## config.mk

```make
export PLATFORM = sky130hd
export DESIGN_NAME = ascii_uint_parser_flat
export DESIGN_NICKNAME = d
export VERILOG_FILES = /design/src/rtl/ascii_uint_parser_pkg.sv /design/src/rtl/ascii_uint_parser_if.sv /design/src/rtl/ascii_uint_parser_mul10_add.sv /design/src/rtl/ascii_uint_parser.sv /design/src/flat_wrapper.sv
export SDC_FILE = /design/constraint.sdc
export NUM_CORES = 1
export LEC_CHECK = 0
export CORE_ASPECT_RATIO = 1.75
export CORE_MARGIN = 1
export CORE_UTILIZATION = 45
export CTS_CLUSTER_DIAMETER = 80
export DETAILED_ROUTE_END_ITERATION = 16
export PLACE_DENSITY = 0.75
export REMOVE_ABC_BUFFERS = 1
export SLEW_MARGIN = 30
export SYNTH_ARGS = -nofsm -noshare
export SYNTH_HDL_FRONTEND = slang
export SYNTH_SLANG_ARGS = --single-unit
```

## constraint.sdc

```tcl
create_clock -name clock -period 4.9 [get_ports clock]
set_input_delay 0.98 -clock clock [delete_from_list [all_inputs] [get_ports clock]]
set_output_delay 0.98 -clock clock [all_outputs]
set_load 0.05 [all_outputs]
```

## src/rtl/ascii_uint_parser_pkg.sv

```systemverilog
// Shared constants, byte classification and FSM state type for the ASCII decimal parser.
package ascii_uint_parser_pkg;

   localparam logic [7:0] ASCII_0  = 8'h30;
   localparam logic [7:0] ASCII_9  = 8'h39;
   localparam logic [7:0] ASCII_NL = 8'h0A;
   localparam logic [7:0] ASCII_CR = 8'h0D;

   typedef enum logic {
      IDLE,
      ACCUM
   } parse_state_t;

   function automatic logic is_digit(input logic [7:0] b);
      return (b >= ASCII_0) && (b <= ASCII_9);
   endfunction

endpackage

```

## src/rtl/ascii_uint_parser_if.sv

```systemverilog
// Byte-in / record-out handshake bundle; slave is the parser side, master the environment.
interface ascii_uint_parser_if #(
   parameter int unsigned W = 32
);

   logic         s_valid;
   logic         s_ready;
   logic [7:0]   s_data;
   logic         s_last;
   logic         m_valid;
   logic         m_ready;
   logic [W-1:0] m_value;
   logic         m_eol;
   logic         m_blank;
   logic         m_overflow;
   logic         m_last;

   modport master (
      output s_valid, s_data, s_last, m_ready,
      input  s_ready, m_valid, m_value, m_eol, m_blank, m_overflow, m_last
   );

   modport slave (
      input  s_valid, s_data, s_last, m_ready,
      output s_ready, m_valid, m_value, m_eol, m_blank, m_overflow, m_last
   );

endinterface

```

## src/rtl/ascii_uint_parser_mul10_add.sv

```systemverilog
// Combinational acc*10+d with saturation to all-ones; ovf flags the saturation.
module ascii_uint_parser_mul10_add #(
   parameter int unsigned W = 32
) (
   input  logic [W-1:0] acc,
   input  logic [3:0]   d,
   output logic [W-1:0] result,
   output logic         ovf
);

   // Four extra bits always hold 10*(2^W-1)+9 without wrapping.
   logic [W+3:0] acc_wide;
   logic [W+3:0] sum;

   assign acc_wide = {4'b0000, acc};
   assign sum      = (acc_wide << 3) + (acc_wide << 1) + {{W{1'b0}}, d};
   assign ovf      = |sum[W+3:W];
   assign result   = ovf ? {W{1'b1}} : sum[W-1:0];

endmodule

```

## src/rtl/ascii_uint_parser.sv

```systemverilog
// Streaming ASCII decimal parser: digit runs become W-bit records tagged with line/blank/end flags.
module ascii_uint_parser
   import ascii_uint_parser_pkg::*;
#(
   parameter int unsigned W       = 32,
   parameter bit          SKIP_CR = 1'b1
) (
   input logic                clock,
   input logic                reset,
   ascii_uint_parser_if.slave bus
);

   parse_state_t state;
   logic [W-1:0] acc;
   logic         acc_ovf;
   logic         prev_nl;

   logic         out_valid;
   logic [W-1:0] out_value;
   logic         out_eol;
   logic         out_blank;
   logic         out_ovf;
   logic         out_last;

   logic         accept;
   logic         byte_digit;
   logic         byte_nl;
   logic         byte_skip;
   logic         pending;
   logic         have_num;
   logic [3:0]   digit;
   logic [W-1:0] mac_value;
   logic         mac_ovf;
   logic [W-1:0] num_value;
   logic         num_ovf;

   assign bus.s_ready    = !out_valid || bus.m_ready;
   assign bus.m_valid    = out_valid;
   assign bus.m_value    = out_value;
   assign bus.m_eol      = out_eol;
   assign bus.m_blank    = out_blank;
   assign bus.m_overflow = out_ovf;
   assign bus.m_last     = out_last;

   assign accept     = bus.s_valid && bus.s_ready;
   assign byte_digit = is_digit(bus.s_data);
   assign byte_nl    = (bus.s_data == ASCII_NL);
   assign byte_skip  = SKIP_CR && (bus.s_data == ASCII_CR);
   assign digit      = bus.s_data[3:0];
   assign pending    = (state == ACCUM);
   assign have_num   = pending || byte_digit;

   ascii_uint_parser_mul10_add #(.W(W)) u_mul10_add (
      .acc    (acc),
      .d      (digit),
      .result (mac_value),
      .ovf    (mac_ovf)
   );

   // Number as it stands after this byte (digit folded in if the byte is a digit).
   always_comb begin
      num_value = acc;
      num_ovf   = acc_ovf;
      if (byte_digit) begin
         num_value = pending ? mac_value : W'(digit);
         num_ovf   = pending && (acc_ovf || mac_ovf);
      end
   end

   always_ff @(posedge clock or posedge reset) begin
      if (reset) begin
         state     <= IDLE;
         acc       <= '0;
         acc_ovf   <= 1'b0;
         prev_nl   <= 1'b0;
         out_valid <= 1'b0;
         out_value <= '0;
         out_eol   <= 1'b0;
         out_blank <= 1'b0;
         out_ovf   <= 1'b0;
         out_last  <= 1'b0;
      end else begin
         if (bus.m_ready) begin
            out_valid <= 1'b0;
         end
         if (accept) begin
            if (bus.s_last) begin
               // Final byte always closes out: pending number or a bare end marker.
               out_valid <= 1'b1;
               out_value <= have_num ? num_value : '0;
               out_ovf   <= have_num && num_ovf;
               out_blank <= !have_num;
               out_eol   <= byte_nl;
               out_last  <= 1'b1;
               state     <= IDLE;
               acc       <= '0;
               acc_ovf   <= 1'b0;
               prev_nl   <= 1'b0;
            end else if (!byte_skip) begin
               prev_nl <= byte_nl;
               if (byte_digit) begin
                  state   <= ACCUM;
                  acc     <= num_value;
                  acc_ovf <= num_ovf;
               end else begin
                  state <= IDLE;
                  if (pending || (byte_nl && prev_nl)) begin
                     out_valid <= 1'b1;
                     out_value <= pending ? acc : '0;
                     out_ovf   <= pending && acc_ovf;
                     out_blank <= !pending;
                     out_eol   <= byte_nl;
                     out_last  <= 1'b0;
                  end
               end
            end
         end
      end
   end

endmodule
```

## src/flat_wrapper.sv

```systemverilog
// flat-port wrapper written by rule: the top's interface ports become plain ports
module ascii_uint_parser_flat import ascii_uint_parser_pkg::*;
#(
   parameter int unsigned W       = 32,
   parameter bit          SKIP_CR = 1'b1
)
  (clock, reset, bus_s_valid, bus_s_data, bus_s_last, bus_m_ready, bus_s_ready, bus_m_valid, bus_m_value, bus_m_eol, bus_m_blank, bus_m_overflow, bus_m_last);
  ascii_uint_parser_if #(.W(W)) bus_i ();
  input logic clock;
  input logic reset;
  input wire logic [$bits(bus_i.s_valid)-1:0] bus_s_valid;
  input wire logic [$bits(bus_i.s_data)-1:0] bus_s_data;
  input wire logic [$bits(bus_i.s_last)-1:0] bus_s_last;
  input wire logic [$bits(bus_i.m_ready)-1:0] bus_m_ready;
  output wire logic [$bits(bus_i.s_ready)-1:0] bus_s_ready;
  output wire logic [$bits(bus_i.m_valid)-1:0] bus_m_valid;
  output wire logic [$bits(bus_i.m_value)-1:0] bus_m_value;
  output wire logic [$bits(bus_i.m_eol)-1:0] bus_m_eol;
  output wire logic [$bits(bus_i.m_blank)-1:0] bus_m_blank;
  output wire logic [$bits(bus_i.m_overflow)-1:0] bus_m_overflow;
  output wire logic [$bits(bus_i.m_last)-1:0] bus_m_last;
  assign bus_i.s_valid = bus_s_valid;
  assign bus_i.s_data = bus_s_data;
  assign bus_i.s_last = bus_s_last;
  assign bus_i.m_ready = bus_m_ready;
  assign bus_s_ready = bus_i.s_ready;
  assign bus_m_valid = bus_i.m_valid;
  assign bus_m_value = bus_i.m_value;
  assign bus_m_eol = bus_i.m_eol;
  assign bus_m_blank = bus_i.m_blank;
  assign bus_m_overflow = bus_i.m_overflow;
  assign bus_m_last = bus_i.m_last;
  ascii_uint_parser #(.W(W), .SKIP_CR(SKIP_CR)) u_core (.clock(clock), .reset(reset), .bus(bus_i));
endmodule
```

Word-level counts from Yosys, hierarchy flattened
Cells that the tools add are included.
Word-level totals
  output and inout port bits: 38
  bits in writable memories: 0
  input bits: 13
  bits in latches: 0
  word-level logic and storage cells: 80
  memories kept: 0
  bits in read-only memories: 0
  register bits after elaboration: 72
Cells by class
  shifts and indexed selects: 0
  equality and inequality tests: 4
  mux-type cells: 43
  div/mod/pow operators: 0
  reduce and logical (&&, ||, !) cells: 19
  multiply operators: 0
  $add $sub $neg: 2
  order comparisons: 2
  bitwise operators: 0
Operators by type and width (number)
  $mux 32: 12
  $add 35x33->36: 1
  $add 36x4->36: 1
  $mux 1: 31
  $eq 8x4->1 const B: 2
  $ge 8x6->1 const B: 1
  $le 8x6->1 const B: 1
  $logic_and 1x1->1: 6
  $logic_or 1x1->1: 4
  $ne 2x2->1 const B: 2
  $reduce_and 4->1: 1
  $reduce_bool 2->1: 2
  $reduce_or 4->1: 1
  $logic_not 1->1: 3
  $reduce_and 3->1: 1
  $reduce_and 2->1: 1

Longest topological paths before layout
Gate-level depths: netlist of the first run.
  depth after elaboration: 9
  gate-level depth with buffers: 15
  depth with buffers taken out: 13

By module
Synthesis of the first run repeated with hierarchy kept, for this count alone.
Second synthesis, totals
  cell total of the unflattened synthesis: 586
  area, all modules: 5841.9 um^2
Modules (own cells, without submodules)
  ascii_uint_parser: times used 1, sequential area each 1801.7 um^2, area each 3211.8 um^2, cells an instance 241
  ascii_uint_parser_mul10_add: times used 1, sequential area each 0.0 um^2, area each 2630.0 um^2, cells an instance 345

Worst setup path after synthesis of the first run
OpenSTA, ideal clock, no wires.
  path kind: input to register
  start point: input bus_s_data[3]
  end point: register u_core.out_value[10] (netlist: u_core.bus.m_value[10])
  setup time: 128 ps
  arrival time: 4001 ps
  setup slack: 771 ps
  path buffers: 2
  cell stages on the path: 13
  data required time: 4772 ps
  cell sequence: fa_1 -> ha_1 -> a211oi_1 -> o211ai_1 -> a211o_1 -> a21bo_4 -> a2111oi_4 -> o21ai_1 -> mux2_4 -> buf_6 -> buf_6 -> nor3_4 -> o21ai_1
On the way
  word-level cells in the longest chain between the ends: 7
  elaborated cells between the ends (all ways): 19
  classes of those cells: add/sub (1); order compare (2); eq/ne (4); mux (5); reduce/logical (7)
Ends and longest elaborated chain
  start: declaration: line flat_wrapper.sv:12  | input wire logic [$bits(bus_i.s_data)-1:0] bus_s_data;
  $add 36x4->36: line ascii_uint_parser_mul10_add.sv:16  | assign sum = (acc_wide << 3) + (acc_wide << 1) + {{W{1'b0}}, d};
  $reduce_or 4->1: line ascii_uint_parser_mul10_add.sv:17  | assign ovf = |sum[W+3:W];
  $mux 32: line ascii_uint_parser_mul10_add.sv:18  | assign result = ovf ? {W{1'b1}} : sum[W-1:0];
  $mux 32: line ascii_uint_parser.sv:65  | num_value = pending ? mac_value : W'(digit);
  $mux 32: line ascii_uint_parser.sv:64  | if (byte_digit) begin
  $mux 32: line ascii_uint_parser.sv:90  | out_value <= have_num ? num_value : '0;
  $mux 32: line ascii_uint_parser.sv:87  | if (bus.s_last) begin
  end signal: assignment: line ascii_uint_parser.sv:90
  end signal: assignment: line ascii_uint_parser.sv:109  | out_value <= pending ? acc : '0;
  end: declaration: line ascii_uint_parser.sv:19  | logic [W-1:0] out_value;
Several ways; a longest one is shown, not always the timed one.
A chain may end at the register's enable or synchronous reset.

Final worst setup path of the first run
  start point: input bus_s_data[3]
  end point: register u_core.out_value[6] (netlist: u_core.bus.m_value[6])
The elaborated chain is that of the path after synthesis.

==> results of run 1 <==
-- per-stage QoR --
stage | worst slack, ps | instances
floorplan | 608.1 | 572
global placement | 83.07 | 776
detailed placement | 13.44 | 776
CTS | 346.0 | 792
global route | 139.2 | 793
finish | 377.8 | 793
-- final timing paths --
| check | startpoint | endpoint | slack, ps | cells after the start |
|---|---|---|---|---|
| setup / recovery | bus_s_data[3] | u_core.bus.m_value[6] | 380 | 13 |
| hold / removal | u_core.bus.m_last | u_core.bus.m_last | 480 | 2 |
| setup reg to reg | u_core.acc[0] | u_core.bus.m_value[6] | 1040 | 12 |
| hold reg to reg | u_core.bus.m_last | u_core.bus.m_last | 480 | 2 |
| max in group asynchronous | reset | u_core.bus.m_value[21] | 3050 | 3 |
| min in group asynchronous | reset | u_core.bus.m_value[30] | 1100 | 2 |
-- placed cells by master, fill, tap and decap left out, drive strengths merged, types with 3 or more instances in the layout --
| master | n |
|---|---|
| ha | 63 |
| nor3 | 33 |
| nand3 | 9 |
| buf | 20 |
| o31ai | 4 |
| and2 | 7 |
| dfrtp | 72 |
| a21o | 22 |
| nand2 | 68 |
| nand4 | 7 |
| clkdlybuf4s50 | 50 |
| clkbuf | 10 |
| inv | 13 |
| o21ai | 80 |
| a31o | 3 |
| a21oi | 37 |
| o21a | 5 |
| nor2 | 21 |
| a31oi | 7 |
| xor2 | 11 |
| a211oi | 7 |
| xnor2 | 18 |
| a22oi | 27 |
| o211ai | 8 |
| a221o | 6 |
| a211o | 3 |
| clkinv | 3 |
| nand3b | 3 |
-- power breakdown --
part           internal (mW)  switching, mW  total (mW)  leakage, nW
registers              0.599        0.00428       0.604        0.997
logic                 0.0330         0.0665      0.0995         1.99
clock network          0.397          0.274       0.672        0.143
total                   1.03          0.345        1.37         3.13
-- per-layer routing --
metal | GRT usage, % | vias up | part of all wire [%]
met1 | 26.59 | 2340 | 37
li1 | - | 2365 | -
met3 | 3.315 | 46 | 3.3
met4 | 13.31 | 0 | 3.7
met5 | 0 | - | 0
met2 | 48.15 | 137 | 56
-- registers in the layout (all words and copies together) (netlist names) --
name                   cells
u_core.acc                32
u_core.acc_ovf             1
u_core.bus.m_blank         1
u_core.bus.m_eol           1
u_core.bus.m_last          1
u_core.bus.m_overflow      1
u_core.bus.m_valid         1
u_core.bus.m_value        32
u_core.pending             1
u_core.prev_nl             1
-- critical path, delay by kind of cell --
kind,cells,cell delay (ps)
AO/OA/AOI/OAI,7,1560
multiplexers,1,430
AND/OR/NAND/NOR,1,200
buffers and inverters,2,680
adder cells (fa/ha/maj),2,850
-- final cells by class --
class / count / area [µm²]
Clock buffer: 10 / 229.0
Clock inverter: 6 / 68.82
Fill cell: 1015 / 5206
Inverter: 12 / 47.55
Multi-Input combinational cell: 488 / 3466
Sequential cell: 72 / 1802
Tap cell: 135 / 168.9
Timing Repair Buffer: 70 / 658.1
-- logic make-up after synthesis --
logic type	synth area share, %
AO/OA/AOI/OAI	27.47
buffers and inverters	3.528
flip-flops	33.21
XOR/XNOR	4.682
AND/OR/NAND/NOR	15.18
adder cells (fa/ha/maj)	15.27
multiplexers	0.6687
==> metrics.md, run 1 <==
| Metric | Value |
|---|---|
| Postcts setup bufs | `0` |
| Area of the core | `11650 µm²` |
| Syn avg cell area | `8.952 µm²` |
| Initial Utilization | `46.58%` |
| Share of layout cells above drive strength 1 | `8.663%` |
| # port buffers | `50` |
| P_leak | `3.129 nW` |
| WP data arrival | `4720 ps` |
| Global route overflow | `0` |
| GPL Wtd Cong | `0.9330` |
| DP Area | `6125 µm²` |
| Fin util | `55.30%` |
| Chip width | `85 µm` |
| Total GRT Usage | `25.40%` |
| Die height | `147.3 µm` |
| Diode count | `0` |
| Slew headroom | `48.31%` |
| Maxcap violations | `0` |
| Worst-path cell chain | `clkdlybuf4s50_1, fa_1, ha_1, a211oi_1, o211ai_1, a211o_1, a21bo_4, a2111oi_4, o21ai_1, mux2_4, buf_4, nor3_1, o21ai_1` |
| CTS Hold Buffers Added | `0` |
| Most used cell, CP | `o21ai_1` |
| Clock skew | `10.21 ps` |
| Critical Path Fanout Max | `24` |
| F_max | `221.1 MHz` |
| Worst Setup End Kind | `register` |
| Via/cell ratio | `6.164` |
| # rows | `52` |
| Routed Wire Length | `14860 µm` |
| Top_reg_cell synth | `dfrtp_1` |
| Synthesized area | `5425 µm²` |
| Post-route cell area | `6440 µm²` |
| Number of synthesized flops with an enable pin | `0` |
| CTS max path bufs | `2` |
| Critical path's slowest cell | `fa_1` |
| Slowest Stage Delay on Critical Path | `520 ps` |
| Area grow syn2layout | `18.70%` |
| Largest area contributor in the netlist | `dfrtp_1` |
| IO Pins | `51` |
| First-pass GRT wire length | `25140 µm` |
| HPWL Detailed | `11130 µm` |
| DRT Pass-1 Iters | `5` |
| DR WL/cell | `18.74 µm` |
| Worst endpoint required time | `5090 ps` |
| Maximum VDD drop | `0.1601 mV` |
| Vias in the first global route | `5097` |
| Reg clk slew, reported paths | `60 ps` |
| Max-slew violations | `0` |
| Actual slew at the worst max-slew pin | `775.4 ps` |
| PwrDens | `213.5 nW/µm²` |
| Minimum clock period after layout | `4522 ps` |
| Crit Path Category | `in -> reg` |
| Setup-failing EPs final | `0` |
| CTS tree | `yes` |
| RSZ-0062 raised after global routing | `no` |
| Post-CTS sizing | `0` |
| Die ar. | `12520 µm²` |
| Asr flop ratio synth | `100.0%` |
| DR DRC count | `0` |
| Antenna viol nets, final | `0` |
| CTS H-tree lvls | `3` |
| Seq/Total Area, Yosys | `33.21%` |
| Hold slack | `485.0 ps` |
| CTS Root Cell | `clkbuf_16` |
| Yosys cell types | `60` |
| DR vias | `4888` |
| Skew-Pair Late Insertion Delay | `340 ps` |
| Worst Setup Start Kind | `primary input` |
| Status | `finished, final reports clean` |
| YS warnings | `0` |
| CTS buffer count | `9` |
| Setup tns final | `0 ps` |
| Final net count | `731` |
| Synth area leaders | `dfrtp_1 (33%), ha_1 (15%), o21ai_0 (5.9%)` |
| Largest net degree at the start of global routing | `53` |
| Most numerous cell in the Yosys netlist | `dfrtp_1` |
| Hold Path Class | `reg -> reg` |
| Synthesized instance count | `606` |
| Fin crit share | `92.29%` |
| Antenna violations before repair | `0` |
| Final hold vios | `0` |
| Drt first-iter violations | `290` |
| Total power | `1.375 mW` |
| Seq cells post-synth | `72` |
| List of most frequent post-synthesis cells | `dfrtp_1 (72), nand2_1 (68), o21ai_0 (64)` |
| Share of the synthesized area in the top cell type | `33.21%` |
| Clk sinks | `72` |
Note: power is estimated with default switching activity, not from simulation.
==> inputs of run 2 (changes only) <==
CTS_BUF_LIST = sky130_fd_sc_hd__clkbuf_4 sky130_fd_sc_hd__clkbuf_8   (was not set)
clock period = 4.2 ns   (was 4.9 ns; I/O delays follow)
==> run 2 against run 1 <==
Clock-buffer cell count fell by 1. Cell area up 4.9%. Combinational power rose by 18%. Total power grew 18%. Wire length grew 7.8%. Worst setup slack got worse by 300 ps. Die area stayed put. First-iteration DRC count is 8.3% higher. Global-route usage rose by 1.7 points. Sequential power is 16% higher. Clock power up 20%.
==> metrics.md, run 2 (synthesis results as in run 1) <==
| Metric | Value |
|---|---|
| Reg clk slew, reported paths | `80 ps (+20 ps)` |
| Critical Path Stages | `16 (+3)` |
| Commonest non-fill, non-tap cell in the layout | `dfrtp_1` |
| DR DRC count | `0 (unchanged)` |
| Largest net degree at the start of global routing | `73 (+38%)` |
| Worst Setup End Kind | `register` |
| Maxcap violations | `0 (unchanged)` |
| IO Pins | `51 (unchanged)` |
| Chip width | `85 µm (unchanged)` |
| Area of the core | `11650 µm² (unchanged)` |
| Met3 Use GR | `3.483% (+0.17 points)` |
| WP data arrival | `4380 ps (-340 ps)` |
| Die height | `147.3 µm (unchanged)` |
| Antenna violations before repair | `0 (unchanged)` |
| Setup-failing EPs final | `0 (unchanged)` |
| HPWL Detailed | `10980 µm (-1.3%)` |
| # port buffers | `50 (unchanged)` |
| Antenna viol nets, final | `0 (unchanged)` |
| DR WL/cell | `19.68 µm (+5.0%)` |
| Slew headroom | `41.40% (-6.9 points)` |
| Setup tns final | `0 ps (unchanged)` |
| Critical path's slowest cell | `clkdlybuf4s50_1` |
| GRT Max-Usage Layer | `met2` |
| # rows | `52 (unchanged)` |
| Worst-path cell chain | `clkdlybuf4s50_1, ha_1, ha_1, inv_1, fa_2, nor2b_2, o31a_1, o21a_1, a41o_1, a31oi_4, o21ai_4, buf_6, mux2i_4, buf_4, nand4b_1, a31o_2` |
| CTS max path bufs | `2 (unchanged)` |
| Buffer and inverter count on the worst path | `4 (+2)` |
| Share of layout cells above drive strength 1 | `14.43% (+5.8 points)` |
| Hold Path Depth | `2 (unchanged)` |
| R2R cell count | `14 (+2)` |
| Initial Utilization | `46.58% (unchanged)` |
| Layout fillers | `1032 (+1.7%)` |
| Routed Wire Length | `16020 µm (+7.8%)` |
| DR vias | `5170 (+5.8%)` |
| Critical Path Fanout Max | `4 (-83%)` |
| Diode count | `0 (unchanged)` |
| Status | `finished, final reports clean` |
| Final net count | `752 (+2.9%)` |
| Met2 Track Usage GR | `49.03% (+0.89 points)` |
| Worst Setup Start Kind | `primary input` |
| Drt first-iter violations | `314 (+8.3%)` |
| PwrDens | `240.7 nW/µm² (+13%)` |
| Final hold vios | `0 (unchanged)` |
| Most used cell, CP | `ha_1` |
| Via/cell ratio | `6.351 (+3.0%)` |
| DRT Pass-1 Iters | `5 (unchanged)` |
| First-pass GRT wire length | `26550 µm (+5.6%)` |
| Total GRT Usage | `27.08% (+1.7 points)` |
| Clk sinks | `72 (unchanged)` |
| Clock skew | `8.489 ps (-1.717 ps)` |
| Area grow syn2layout | `24.52%` |
| Max-slew violations | `0 (unchanged)` |
| RSZ-0062 raised after global routing | `no` |
| Worst endpoint required time | `4460 ps (-630 ps)` |
| P_leak | `3.270 nW (+4.5%)` |
| CTS Root Cell | `clkbuf_8` |
| DP Area | `6225 µm² (+1.6%)` |
| Actual slew at the worst max-slew pin | `879.0 ps (+103.6 ps)` |
| CTS H-tree lvls | `3 (unchanged)` |
| Skew-Pair Late Insertion Delay | `360 ps (+20 ps)` |
| Hold Path Class | `reg -> reg` |
| Fin crit share | `98.21%` |
| Top delay family on crit path | `compound AO/OA/AOI/OAI gates` |
| Minimum clock period after layout | `4125 ps` |
| Slowest Stage Delay on Critical Path | `440 ps (-80 ps)` |
| F_max | `242.4 MHz` |
| GPL Wtd Cong | `0.8991 (-3.6%)` |
| CTS tree | `yes` |
| Maximum VDD drop | `0.1365 mV (-15%)` |
| Global route overflow | `0 (unchanged)` |
| Crit Path Category | `in -> reg` |
| M1 GR Usage | `29.09% (+2.5 points)` |
| Vias in the first global route | `5442 (+6.8%)` |
| Most frequent cells in the layout | `dfrtp_1 (72), nand2_1 (68), o21ai_0 (64)` |
| Die ar. | `12520 µm² (unchanged)` |
| CTS buffer count | `9 (unchanged)` |
| Post-route cell area | `6755 µm² (+4.9%)` |
==> run 2: cell count changes in the layout (fill, tap and decap cells not counted), moves of 2 or more <==
cell	change
buf_4	+15
nor3_1	-11
clkbuf_16	-9
clkbuf_8	+9
nor3_2	+8
bufinv_16	+4
buf_6	+3
mux2_4	+3
nor3_4	+3
o21ai_1	-2
==> run 2: repair_timing <==
item / in CTS / in global routing
buffers inserted: 5 / 1
gates resized for setup: 11 / 21
hold buffers: 0 / 0
cloned: 3 / 0
pin swaps: 9 / 7
setup endpoints to repair: 65 / 66
==> run 2: path summary, 6_finish.rpt <==
check,to,slack (ps),start
min in group asynchronous,u_core.bus.m_value[29],940,reset
max in group asynchronous,u_core.bus.m_value[9],2770,reset
worst min-delay path,u_core.bus.m_last,500,u_core.bus.m_last
worst min register to register,u_core.bus.m_last,500,u_core.bus.m_last
worst max register to register,u_core.bus.m_value[2],360,u_core.acc[2]
worst max-delay path,u_core.bus.m_value[2],80,bus_s_data[2]
==> run 2: cell type report <==
type	instances	area, µm²	area share [%]
inverters	12	45.04	0.6668
well taps	135	168.9	2.500
clock buffers	9	123.9	1.834
multi-input cells	491	3636	53.82
repair buffers	88	812.0	12.02
flip-flops and latches	72	1802	26.67
clock inverters	7	167.7	2.482
==> run 2: through the flow <==
step | setup WS [ps] | std cells | power (mW) | hold slack, ps | util [%]
2_1_floorplan | 48.14 | 572 | 0.7791 | 474.6 | -
3_3_place_gp | -526.1 | 789 | 0.8303 | 467.1 | 53.45
3_5_place_dp | -560.0 | 789 | 0.8327 | 478.8 | 53.45
4_1_cts | 9.567 | 813 | 1.640 | 500.2 | 56.97
5_1_grt | 4.295 | 814 | 1.682 | 522.7 | 58.00
6_report | 75.08 | 814 | 1.626 | 498.4 | 58.00
==> run 2: worst register-to-register path, cell delays in order (launching register included) <==
cell	delay, ps
dfrtp_1	450
fa_1	590
inv_1	70
fa_2	410
nor2b_2	140
o31a_1	220
o21a_1	200
a41o_1	280
a31oi_4	140
o21ai_4	290
buf_6	150
mux2i_4	230
buf_4	140
nand4b_1	140
a31o_2	280
==> run 2: per-layer routing <==
| layer | wire (µm) | vias up |
|---|---|---|
| met3 | 676 | 68 |
| li1 | - | 2410 |
| met5 | 0 | - |
| met2 | 8462 | 185 |
| met4 | 836 | 0 |
| met1 | 6045 | 2507 |
==> run 2: power by group <==
part           switching (mW)  internal (mW)  total (mW)
combinational          0.0775         0.0393       0.117
clock                   0.289          0.517       0.806
sequential            0.00520          0.698       0.703
==> inputs of run 3 (changes only) <==
CAP_MARGIN = 5   (was not set)
SKIP_CTS_REPAIR_TIMING = 1   (was not set)
==> run 3 against run 2 <==
Cell area down 0.57%. Combinational power about the same. Core utilization down 0.33 points. Sequential share of layout area up 0.15 points. Critical path type unchanged. Largest cell class unchanged.
==> metrics.md, run 3 (synthesis results as in run 1) <==
| Metric | Value |
|---|---|
| Die ar. | `12520 µm² (unchanged)` |
| Largest net degree at the start of global routing | `73 (unchanged)` |
| PwrDens | `242.6 nW/µm² (+0.78%)` |
| Most frequent cells in the layout | `dfrtp_1 (72), nand2_1 (68), o21ai_0 (64)` |
| Maxcap violations | `0 (unchanged)` |
| Skew-Pair Late Insertion Delay | `360 ps (about the same)` |
| Register area | `1802 µm² (unchanged)` |
| Layout fillers | `1033 (+0.097%)` |
| Crit Path Category | `in -> reg` |
| GRT Max-Usage Layer | `met2` |
| DRT Pass-1 Iters | `5 (unchanged)` |
| Clk sinks | `72 (unchanged)` |
| Fin util | `57.67% (-0.33 points)` |
| Chip width | `85 µm (unchanged)` |
| Commonest non-fill, non-tap cell in the layout | `dfrtp_1` |
| Actual slew at the worst max-slew pin | `881.3 ps (+2.318 ps)` |
| Diode count | `0 (unchanged)` |
| Post-route cell area | `6716 µm² (-0.57%)` |
| DR DRC count | `0 (unchanged)` |
| Drt first-iter violations | `253 (-19%)` |
| CTS max path bufs | `2 (unchanged)` |
| Antenna viol nets, final | `0 (unchanged)` |
| Initial Utilization | `46.58% (unchanged)` |
| Critical Path Fanout Max | `4 (unchanged)` |
| CTS Root Cell | `clkbuf_8` |
| IO Pins | `51 (unchanged)` |
| Reg clk slew, reported paths | `80 ps (about the same)` |
| Final hold vios | `0 (unchanged)` |
| DR WL/cell | `19.60 µm (-0.43%)` |
| Setup tns final | `0 ps (unchanged)` |
| Share of layout cells above drive strength 1 | `14.01% (-0.42 points)` |
| DP Area | `6225 µm² (unchanged)` |
| Worst Setup End Kind | `register` |
| Slew headroom | `41.25% (-0.15 points)` |
| HPWL Detailed | `10980 µm (unchanged)` |
| First-pass GRT wire length | `25590 µm (-3.6%)` |
| CTS buffer count | `9 (unchanged)` |
| F_max | `244.4 MHz (+0.80%)` |
| Fin crit share | `97.43% (-0.78 points)` |
| Hold Path Class | `reg -> reg` |
| Setup-failing EPs final | `0 (unchanged)` |
| Global route overflow | `0 (unchanged)` |
| Worst Setup Start Kind | `primary input` |
| Antenna violations before repair | `0 (unchanged)` |
| P_leak | `3.236 nW (-1.0%)` |
| Routed Wire Length | `15930 µm (-0.55%)` |
| Max-slew violations | `0 (unchanged)` |
| Vias in the first global route | `5343 (-1.8%)` |
| Status | `finished, final reports clean` |
| GPL Wtd Cong | `0.8991 (unchanged)` |
| Worst endpoint required time | `4460 ps (about the same)` |
| M1 GR Usage | `28.22% (-0.88 points)` |
| RSZ-0062 raised after global routing | `no` |
| Total GRT Usage | `25.95% (-1.1 points)` |
| CTS tree | `yes` |
| Die height | `147.3 µm (unchanged)` |
| Area grow syn2layout | `23.80%` |
| Met3 Use GR | `3.146% (-0.34 points)` |
| R2R setup slack | `380 ps (+20 ps)` |
| CTS H-tree lvls | `3 (unchanged)` |
| Minimum clock period after layout | `4092 ps (-32.79 ps)` |
| Maximum VDD drop | `0.1362 mV (-0.19%)` |
| Area of the multi-input gates | `3608 µm² (-0.76%)` |
| # port buffers | `50 (unchanged)` |
| Final net count | `751 (-0.13%)` |
| DR vias | `5177 (+0.14%)` |
| Clock skew | `7.347 ps (-1.142 ps)` |
| Met2 Track Usage GR | `47.70% (-1.3 points)` |
| WP data arrival | `4350 ps (-30 ps)` |
| # rows | `52 (unchanged)` |
| Via/cell ratio | `6.368 (+0.26%)` |
| Area of the core | `11650 µm² (unchanged)` |
run 3: cell types whose count changed in the layout (fill, tap and decap cells not counted):
cell / before / now
buf_6: 3 / 2
fa_1: 1 / 0
fa_2: 1 / 2
ha_1: 63 / 62
ha_4: 0 / 1
mux2_2: 1 / 2
mux2_4: 4 / 3
nor3_1: 15 / 20
nor3_2: 11 / 9
nor3_4: 7 / 4
o31ai_1: 3 / 2
o31ai_2: 1 / 2
run 3: worst max-delay path, stage by stage:
cell and delay [ps]:
clkdlybuf4s50_1 440, ha_1 300, ha_1 170, inv_1 60, fa_2 360, nor2b_2 140, o31a_1 250, o21a_1 190
a41o_1 270, a31oi_4 130, o21ai_4 220, buf_4 170, mux2i_4 230, buf_4 140, nand4b_1 140, a31o_2 280
run 3: power breakdown:
part           leakage (nW)  internal (mW)  switching, mW
Combinational          2.10         0.0413         0.0785
Clock                 0.144          0.517          0.290
Sequential            0.997          0.698        0.00524
run 3: per-layer routing:
layer,wire length (µm),share of wire (%)
met3,672,4.2
met2,8435,53
met4,841,5.3
met1,5984,38
met5,0,0
run 3: worst paths after layout:
kind                       cells past startpoint               from                      to
max                                           16      bus_s_data[2]   u_core.bus.m_value[2]
min                                            2  u_core.bus.m_last       u_core.bus.m_last
max reg2reg                                   14      u_core.acc[2]   u_core.bus.m_value[2]
min reg2reg                                    2  u_core.bus.m_last       u_core.bus.m_last
max in group asynchronous                      3              reset   u_core.bus.m_value[9]
min in group asynchronous                      3              reset  u_core.bus.m_value[30]
run 3: metrics by stage:
step	setup WS (ps)	total power [mW]	hold slack, ps	cells
global placement	-526.1	0.8303	467.1	789
floorplan	48.14	0.7791	474.6	572
CTS	-216.4	1.640	500.2	805
global route	30.07	1.685	522.7	813
detailed placement	-560.0	0.8327	478.8	789
finish	107.9	1.630	498.8	813
run 3: final cells by class:
type | instances | share of cell area, %
multi-input cells | 491 | 53.73
flip-flops and latches | 72 | 26.83
repair buffers | 87 | 11.92
well taps | 135 | 2.515
clock inverters | 7 | 2.496
clock buffers | 9 | 1.844
inverters | 12 | 0.6706
